## src/rtl/issue_stage.sv

```systemverilog
// Dual-pipe issue stage: steers a fetched instruction pair onto the even/odd pipes,
// splitting the pair over two cycles on a structural or RAW conflict and halting on STOP.
module issue_stage #(
    parameter logic [0:31] EVEN_NOP = 32'h40200000,
    parameter logic [0:31] ODD_NOP  = 32'h00200000
) (
    input  logic        clock,
    input  logic        reset,
    input  logic        inst_valid,
    input  logic [0:31] pc_input,
    input  logic [0:31] first_inst,
    input  logic [0:31] second_inst,
    input  logic        pipe_stall,
    input  logic        flush,
    output logic        stall,
    output logic        even_valid,
    output logic        odd_valid,
    output logic [0:31] even_inst,
    output logic [0:31] odd_inst,
    output logic [0:31] even_pc,
    output logic [0:31] odd_pc,
    output logic        halted
);

    typedef enum logic [1:0] {ISSUE, SPLIT, HALT} state_t;

    state_t      state;
    logic [0:31] hold_inst_p1;
    logic [0:31] hold_pc_p1;

    state_t      n_state;
    logic [0:31] n_hold_inst;
    logic [0:31] n_hold_pc;
    logic        n_even_valid;
    logic        n_odd_valid;
    logic [0:31] n_even_inst;
    logic [0:31] n_odd_inst;
    logic [0:31] n_even_pc;
    logic [0:31] n_odd_pc;
    logic        n_halted;
    logic [0:31] second_pc;
    logic        pair_hazard;
    logic        split_pair;

    function automatic logic is_stop(input logic [0:31] inst);
        return inst[0:10] == 11'b0;
    endfunction

    function automatic logic is_odd(input logic [0:31] inst);
        return (inst[0:1] == 2'b00) && !is_stop(inst);
    endfunction

    function automatic logic writes_rt(input logic [0:31] inst);
        return !((inst[0:10] == EVEN_NOP[0:10]) || (inst[0:10] == ODD_NOP[0:10]));
    endfunction

    assign second_pc   = pc_input + 32'd4;
    assign pair_hazard = writes_rt(first_inst) &&
                         ((second_inst[18:24] == first_inst[25:31]) ||
                          (second_inst[11:17] == first_inst[25:31]));
    assign split_pair  = (is_odd(first_inst) == is_odd(second_inst)) || pair_hazard;

    assign stall = (state == SPLIT) || (state == HALT) || pipe_stall;

    always_comb begin
        n_state      = state;
        n_hold_inst  = hold_inst_p1;
        n_hold_pc    = hold_pc_p1;
        n_even_valid = 1'b0;
        n_odd_valid  = 1'b0;
        n_even_inst  = EVEN_NOP;
        n_odd_inst   = ODD_NOP;
        n_even_pc    = '0;
        n_odd_pc     = '0;
        n_halted     = (state == HALT);

        if (flush) begin
            // Redirect drops everything in flight, but a halted core stays halted.
            if (state != HALT) n_state = ISSUE;
            n_hold_inst = '0;
            n_hold_pc   = '0;
        end else if (pipe_stall) begin
            n_even_valid = even_valid;
            n_odd_valid  = odd_valid;
            n_even_inst  = even_inst;
            n_odd_inst   = odd_inst;
            n_even_pc    = even_pc;
            n_odd_pc     = odd_pc;
        end else begin
            case (state)
                ISSUE: begin
                    if (inst_valid) begin
                        if (is_stop(first_inst)) begin
                            n_state  = HALT;
                            n_halted = 1'b1;
                        end else begin
                            if (is_odd(first_inst)) begin
                                n_odd_valid = 1'b1;
                                n_odd_inst  = first_inst;
                                n_odd_pc    = pc_input;
                            end else begin
                                n_even_valid = 1'b1;
                                n_even_inst  = first_inst;
                                n_even_pc    = pc_input;
                            end
                            if (is_stop(second_inst)) begin
                                n_state  = HALT;
                                n_halted = 1'b1;
                            end else if (split_pair) begin
                                n_hold_inst = second_inst;
                                n_hold_pc   = second_pc;
                                n_state     = SPLIT;
                            end else if (is_odd(second_inst)) begin
                                n_odd_valid = 1'b1;
                                n_odd_inst  = second_inst;
                                n_odd_pc    = second_pc;
                            end else begin
                                n_even_valid = 1'b1;
                                n_even_inst  = second_inst;
                                n_even_pc    = second_pc;
                            end
                        end
                    end
                end
                SPLIT: begin
                    if (is_odd(hold_inst_p1)) begin
                        n_odd_valid = 1'b1;
                        n_odd_inst  = hold_inst_p1;
                        n_odd_pc    = hold_pc_p1;
                    end else begin
                        n_even_valid = 1'b1;
                        n_even_inst  = hold_inst_p1;
                        n_even_pc    = hold_pc_p1;
                    end
                    n_hold_inst = '0;
                    n_hold_pc   = '0;
                    n_state     = ISSUE;
                end
                HALT: begin
                    n_state = HALT;
                end
                default: begin
                    n_state = ISSUE;
                end
            endcase
        end
    end

    // Issue register stage: pipe outputs, hold register and state.
    always_ff @(posedge clock or posedge reset) begin
        if (reset) begin
            state        <= ISSUE;
            hold_inst_p1 <= '0;
            hold_pc_p1   <= '0;
            even_valid   <= 1'b0;
            odd_valid    <= 1'b0;
            even_inst    <= EVEN_NOP;
            odd_inst     <= ODD_NOP;
            even_pc      <= '0;
            odd_pc       <= '0;
            halted       <= 1'b0;
        end else begin
            state        <= n_state;
            hold_inst_p1 <= n_hold_inst;
            hold_pc_p1   <= n_hold_pc;
            even_valid   <= n_even_valid;
            odd_valid    <= n_odd_valid;
            even_inst    <= n_even_inst;
            odd_inst     <= n_odd_inst;
            even_pc      <= n_even_pc;
            odd_pc       <= n_odd_pc;
            halted       <= n_halted;
        end
    end

endmodule

```

## config.mk

```make
export PLATFORM = sky130hd
export DESIGN_NAME = issue_stage
export DESIGN_NICKNAME = d
export VERILOG_FILES = /design/src/rtl/issue_stage.sv
export SDC_FILE = /design/constraint.sdc
export NUM_CORES = 1
export LEC_CHECK = 0
export ABC_AREA = 1
export CAP_MARGIN = 0
export CORE_MARGIN = 4
export CORE_UTILIZATION = 32
export DETAILED_ROUTE_END_ITERATION = 10
export GPL_TIMING_DRIVEN = 0
export PLACE_DENSITY = 0.54
export SLEW_MARGIN = 20
export SYNTH_ARGS = -nofsm -noshare
export SYNTH_HDL_FRONTEND = slang
export SYNTH_SLANG_ARGS = --single-unit
```

## constraint.sdc

```tcl
create_clock -name clock -period 10 [get_ports clock]
set_input_delay 2 -clock clock [delete_from_list [all_inputs] [get_ports clock]]
set_output_delay 2 -clock clock [all_outputs]
set_load 0.01 [all_outputs]
```

==> impl_table.tex <==
\begin{tabular}{lr}
\hline
Metric & Value \\
\hline
\multicolumn{2}{l}{\textbf{Synth}} \\
\quad Count of cell types in the netlist & 32 \\
\quad Async SR Flop Fraction & 1.000 \\
\quad Synthesized netlist net count & $\sim$2,000 \\
\quad Post-Synthesis Mean Instance Area & between 6 and 7 sq um \\
\quad Synth Cell Area & approximately 12,000 sq um \\
\quad Number of flops mapped to enable cells by yosys & 0 \\
\quad Flip-flop and latch count after synthesis & between 150 and 200 \\
\quad Post-synthesis instance total & 1,902 \\
\quad Synthesis warning total & 0 \\
\quad Seq/Total Area, Yosys & 0.4059 \\
\quad Most used DFF post-synth & sky130\_fd\_sc\_hd\_\_dfrtp\_1 \\
\multicolumn{2}{l}{\textbf{Floorplan}} \\
\quad Initial standard-cell utilization of the core & 0.3234 \\
\quad Die height & slightly above 200 um \\
\quad Standard cell core area & around 38,000 sq um \\
\quad Chip width & 202.9 um \\
\quad Die outline area & about 41,000 sq um \\
\quad Top-Level Pins & approximately 230 \\
\quad Floorplan row count & 71 \\
\multicolumn{2}{l}{\textbf{CTS}} \\
\quad Clock tree from TritonCTS & yes \\
\quad Number of CTS-inserted buffers & 17 \\
\quad Hold bufs inserted after CTS & 0 \\
\quad Source-to-sink clock delay at the later pin of the worst-skew pair & between 0.4 and 0.5 ns \\
\quad Number of instances resized during post-cts repair & 0 \\
\quad Post-CTS setup-driven buffer insertion count & 0 \\
\quad CTS Root Buffer Type & sky130\_fd\_sc\_hd\_\_clkbuf\_16 \\
\quad Num Clock Sinks & between 150 and 200 \\
\quad Maximum buffer depth of the clock tree & 2 \\
\quad Worst-path clk slew & approximately 0.080 ns \\
\quad Count of H-tree levels built during CTS & 4 \\
\multicolumn{2}{l}{\textbf{Placement}} \\
\quad Port Buffer Count & between 200 and 250 \\
\quad Worst slack after detailed placement & roughly 3.4 ns \\
\quad Sum of net half-perimeters after detailed placement & a little under 40 mm \\
\quad Global placement routability congestion & 0.9208 \\
\multicolumn{2}{l}{\textbf{Worst hold path}} \\
\quad Worst hold path stage count & 2 \\
\quad Origin of the worst min-delay path & even\_inst[31]\$\_DFFE\_PP0P\_ \\
\quad HP Class & register to register \\
\quad Hold EP & even\_inst[31]\$\_DFFE\_PP0P\_ \\
\multicolumn{2}{l}{\textbf{STA}} \\
\quad Max Freq & 160.1 MHz \\
\quad Worst slew margin relative to its limit & 0.2835 \\
\quad Final Setup Violations & 0 \\
\quad Part of the cycle the worst path needs & 0.6248 \\
\quad Final Hold Slack & 0.4814 ns \\
\quad Time the worst path needs with I/O delays and setup & about 6.2 ns \\
\quad Count of final hold-check violations & 0 \\
\quad Worst-case clock skew & around 0.015 ns \\
\quad Worst Slack Setup Final & 3.752 ns \\
\quad Worst Tran Pin Value & 1.070 ns \\
\quad RSZ-0062 raised after global routing & false \\
\quad Number of slew-limit violations in the final report & 0 \\
\multicolumn{2}{l}{\textbf{Drt}} \\
\quad Routed Antenna Nets & 0 \\
\quad Routed wire per std cell & roughly 19 um \\
\quad Drt pass-1 iters & 5 \\
\quad Number of remaining DRC errors & 0 \\
\quad Total wire length after detailed routing & $\sim$50 mm \\
\quad Via count & $\sim$13,000 \\
\quad Detailed router's first-iteration violation count & 1,010 \\
\quad Routed via count divided by cell count & around 5 \\
\multicolumn{2}{l}{\textbf{Final layout}} \\
\quad Filler Cells Inserted & 4,046 \\
\quad Area delta synth->final & 29.93\% \\
\quad Commonest cells after routing, fill and taps aside & sky130\_fd\_sc\_hd\_\_nand2\_1, sky130\_fd\_sc\_hd\_\_clkdlybuf4s50\_1, sky130\_fd\_sc\_hd\_\_dfrtp\_1, sky130\_fd\_sc\_hd\_\_o21ai\_0, sky130\_fd\_sc\_hd\_\_inv\_1 \\
\quad Most common cell after layout, fill and taps aside & sky130\_fd\_sc\_hd\_\_nand2\_1 \\
\quad Layout cells sized above 1 & 0.04059 \\
\quad Count of nets after finishing & about 2,300 \\
\multicolumn{2}{l}{\textbf{Global routing}} \\
\quad Global-route wire length before repair & 77.34 mm \\
\quad Total congestion overflow & 0 \\
\quad Number of antenna violations at the first check in global routing & 5 \\
\quad Vias in the first global route & between 10,000 and 15,000 \\
\quad Largest net degree at the start of global routing & 89 \\
\quad Overall fraction of global-route tracks in use & 0.2424 \\
\multicolumn{2}{l}{\textbf{Worst setup path}} \\
\quad Worst flop-to-flop path startpoint & state[1]\$\_DFFE\_PP0P\_ \\
\quad Crit path max fanout & 10 \\
\quad Logic depth of the worst register-to-register path & 10 \\
\quad Data arrival, critical path & about 6.6 ns \\
\quad Kind of end point of the critical path & register \\
\quad Type of the setup path with the least slack & input port to register \\
\quad Reg2Reg Capture Point & odd\_inst[2]\$\_DFFE\_PP0P\_ \\
\quad CP Data Required Time & roughly 10 ns \\
\quad Minimum setup slack among reg-to-reg paths & 7.05 ns \\
\quad CP startpoint kind & input port \\
\quad Launching element of the worst setup path & first\_inst[0] \\
\multicolumn{2}{l}{\textbf{Run}} \\
\quad Max-capacitance violation count & 0 \\
\multicolumn{2}{l}{\textbf{Power}} \\
\quad Leakage Power & between 0.008 and 0.009 uW \\
\quad Ratio of total power to cell area & 159.4 nW/um\^{}2 \\
\quad Worst voltage drop across the vdd grid & approximately 0.14 mV \\
\quad Total power consumption of the routed design & around 2500 uW \\
\multicolumn{2}{l}{\textbf{Outcome}} \\
\quad Result of the run & complete, no violations \\
\hline
\end{tabular}
## synth_stat cells, drive strengths merged (2+ instances only)
cell type | instances | area [sq um]
buf | 43 | 259.0
inv | 151 | 566.8
nor4 | 4 | 25.02
dfrtp | 194 | 4855
nor3 | 8 | 40.04
ha | 5 | 62.56
a21oi | 7 | 46.30
xnor2 | 4 | 35.03
xor2 | 22 | 192.7
nand2 | 962 | 3618
o21ai | 185 | 925.9
or2 | 2 | 12.51
clkbuf | 59 | 221.5
nand3 | 120 | 605.6
nor2 | 104 | 405.4
dfstp | 3 | 78.83
nand4 | 17 | 121.4
o22ai | 8 | 50.05
## flip-flops by register name, summed over array words and instances, names as in the netlist, 2 cells and up
signal,count
odd_inst,32
hold_pc_p1,32
even_pc,32
state,2
even_inst,32
odd_pc,32
hold_inst_p1,32
## metrics by stage
step                instances  setup TNS (ns)    util  area (sq um)
floorplan                1902               0       -         12150
global placement         2644          -89.28  0.4020         15110
detailed placement       2647               0  0.4040         15180
CTS                      2679               0  0.4202         15790
global route             2679               0  0.4202         15790
finish                   2680               0  0.4202         15790
## kinds of logic (layout without fill, tap and decap cells)
family / Yosys count / count (layout) / share of synthesized area
other: 0 / 1 / 0
flip-flops: 197 / 197 / 0.4059
adder cells (fa/ha/maj): 5 / 5 / 0.005147
buffers and inverters: 253 / 519 / 0.08616
AO/OA/AOI/OAI: 203 / 203 / 0.08616
AND/OR/NAND/NOR: 1218 / 1218 / 0.3979
XOR/XNOR: 26 / 26 / 0.01874
## how the worst max path moves through the flow
stage / endpoint / slack, ns / cells after the start
6_report: hold_pc_p1[15]$_DFFE_PP0P_ / 3.75 / 14
5_1_grt: hold_inst_p1[18]$_DFFE_PP0P_ / 3.68 / 13
4_1_cts: hold_pc_p1[15]$_DFFE_PP0P_ / 3.87 / 14
3_5_place_dp: hold_pc_p1[15]$_DFFE_PP0P_ / 3.39 / 14
3_3_place_gp: odd_pc[22]$_DFFE_PP0P_ / -0.48 / 2
2_1_floorplan: even_inst[0]$_DFFE_PP0P_ / 2.64 / 1
## report_power, final
group / internal [uW] / switching (uW)
clock network: 384 / 355
logic: 264 / 546
registers: 900 / 68.1
total: 1550 / 969
## per-layer routing
metal  global-route usage  vias to the layer above  wire, um
met4              0.06159                        6       864
met2               0.3991                      452     23410
li1                     -                     6412         -
met1               0.3306                     6101     22860
met5                    0                        -        40
met3              0.04520                       59      3257
## worst max-delay path, stage by stage
cell	delay [ns]
sky130_fd_sc_hd__clkdlybuf4s50_1	0.52
sky130_fd_sc_hd__nor2_1	0.53
sky130_fd_sc_hd__nand3_2	0.34
sky130_fd_sc_hd__nand2_1	0.58
sky130_fd_sc_hd__clkbuf_1	0.51
sky130_fd_sc_hd__ha_1	0.31
sky130_fd_sc_hd__a21boi_2	0.54
sky130_fd_sc_hd__nand2_1	0.10
sky130_fd_sc_hd__nand2_1	0.25
sky130_fd_sc_hd__inv_2	0.14
sky130_fd_sc_hd__nand2_1	0.10
sky130_fd_sc_hd__buf_4	0.24
sky130_fd_sc_hd__buf_2	0.29
sky130_fd_sc_hd__o21ai_0	0.12
## layout make-up
cell class / instances / area [sq um] / area share
Antenna cell: 1 / 2.502 / 0.0001585
Buffer: 102 / 480.5 / 0.03043
Clock buffer: 18 / 439.2 / 0.02781
Clock inverter: 14 / 167.7 / 0.01062
Inverter: 151 / 574.3 / 0.03637
Multi-Input combinational cell: 1452 / 6176 / 0.3911
Sequential cell: 197 / 4933 / 0.3124
Tap cell: 511 / 639.4 / 0.04049
Timing Repair Buffer: 234 / 2379 / 0.1506
Power figures use the tool's default switching activity.
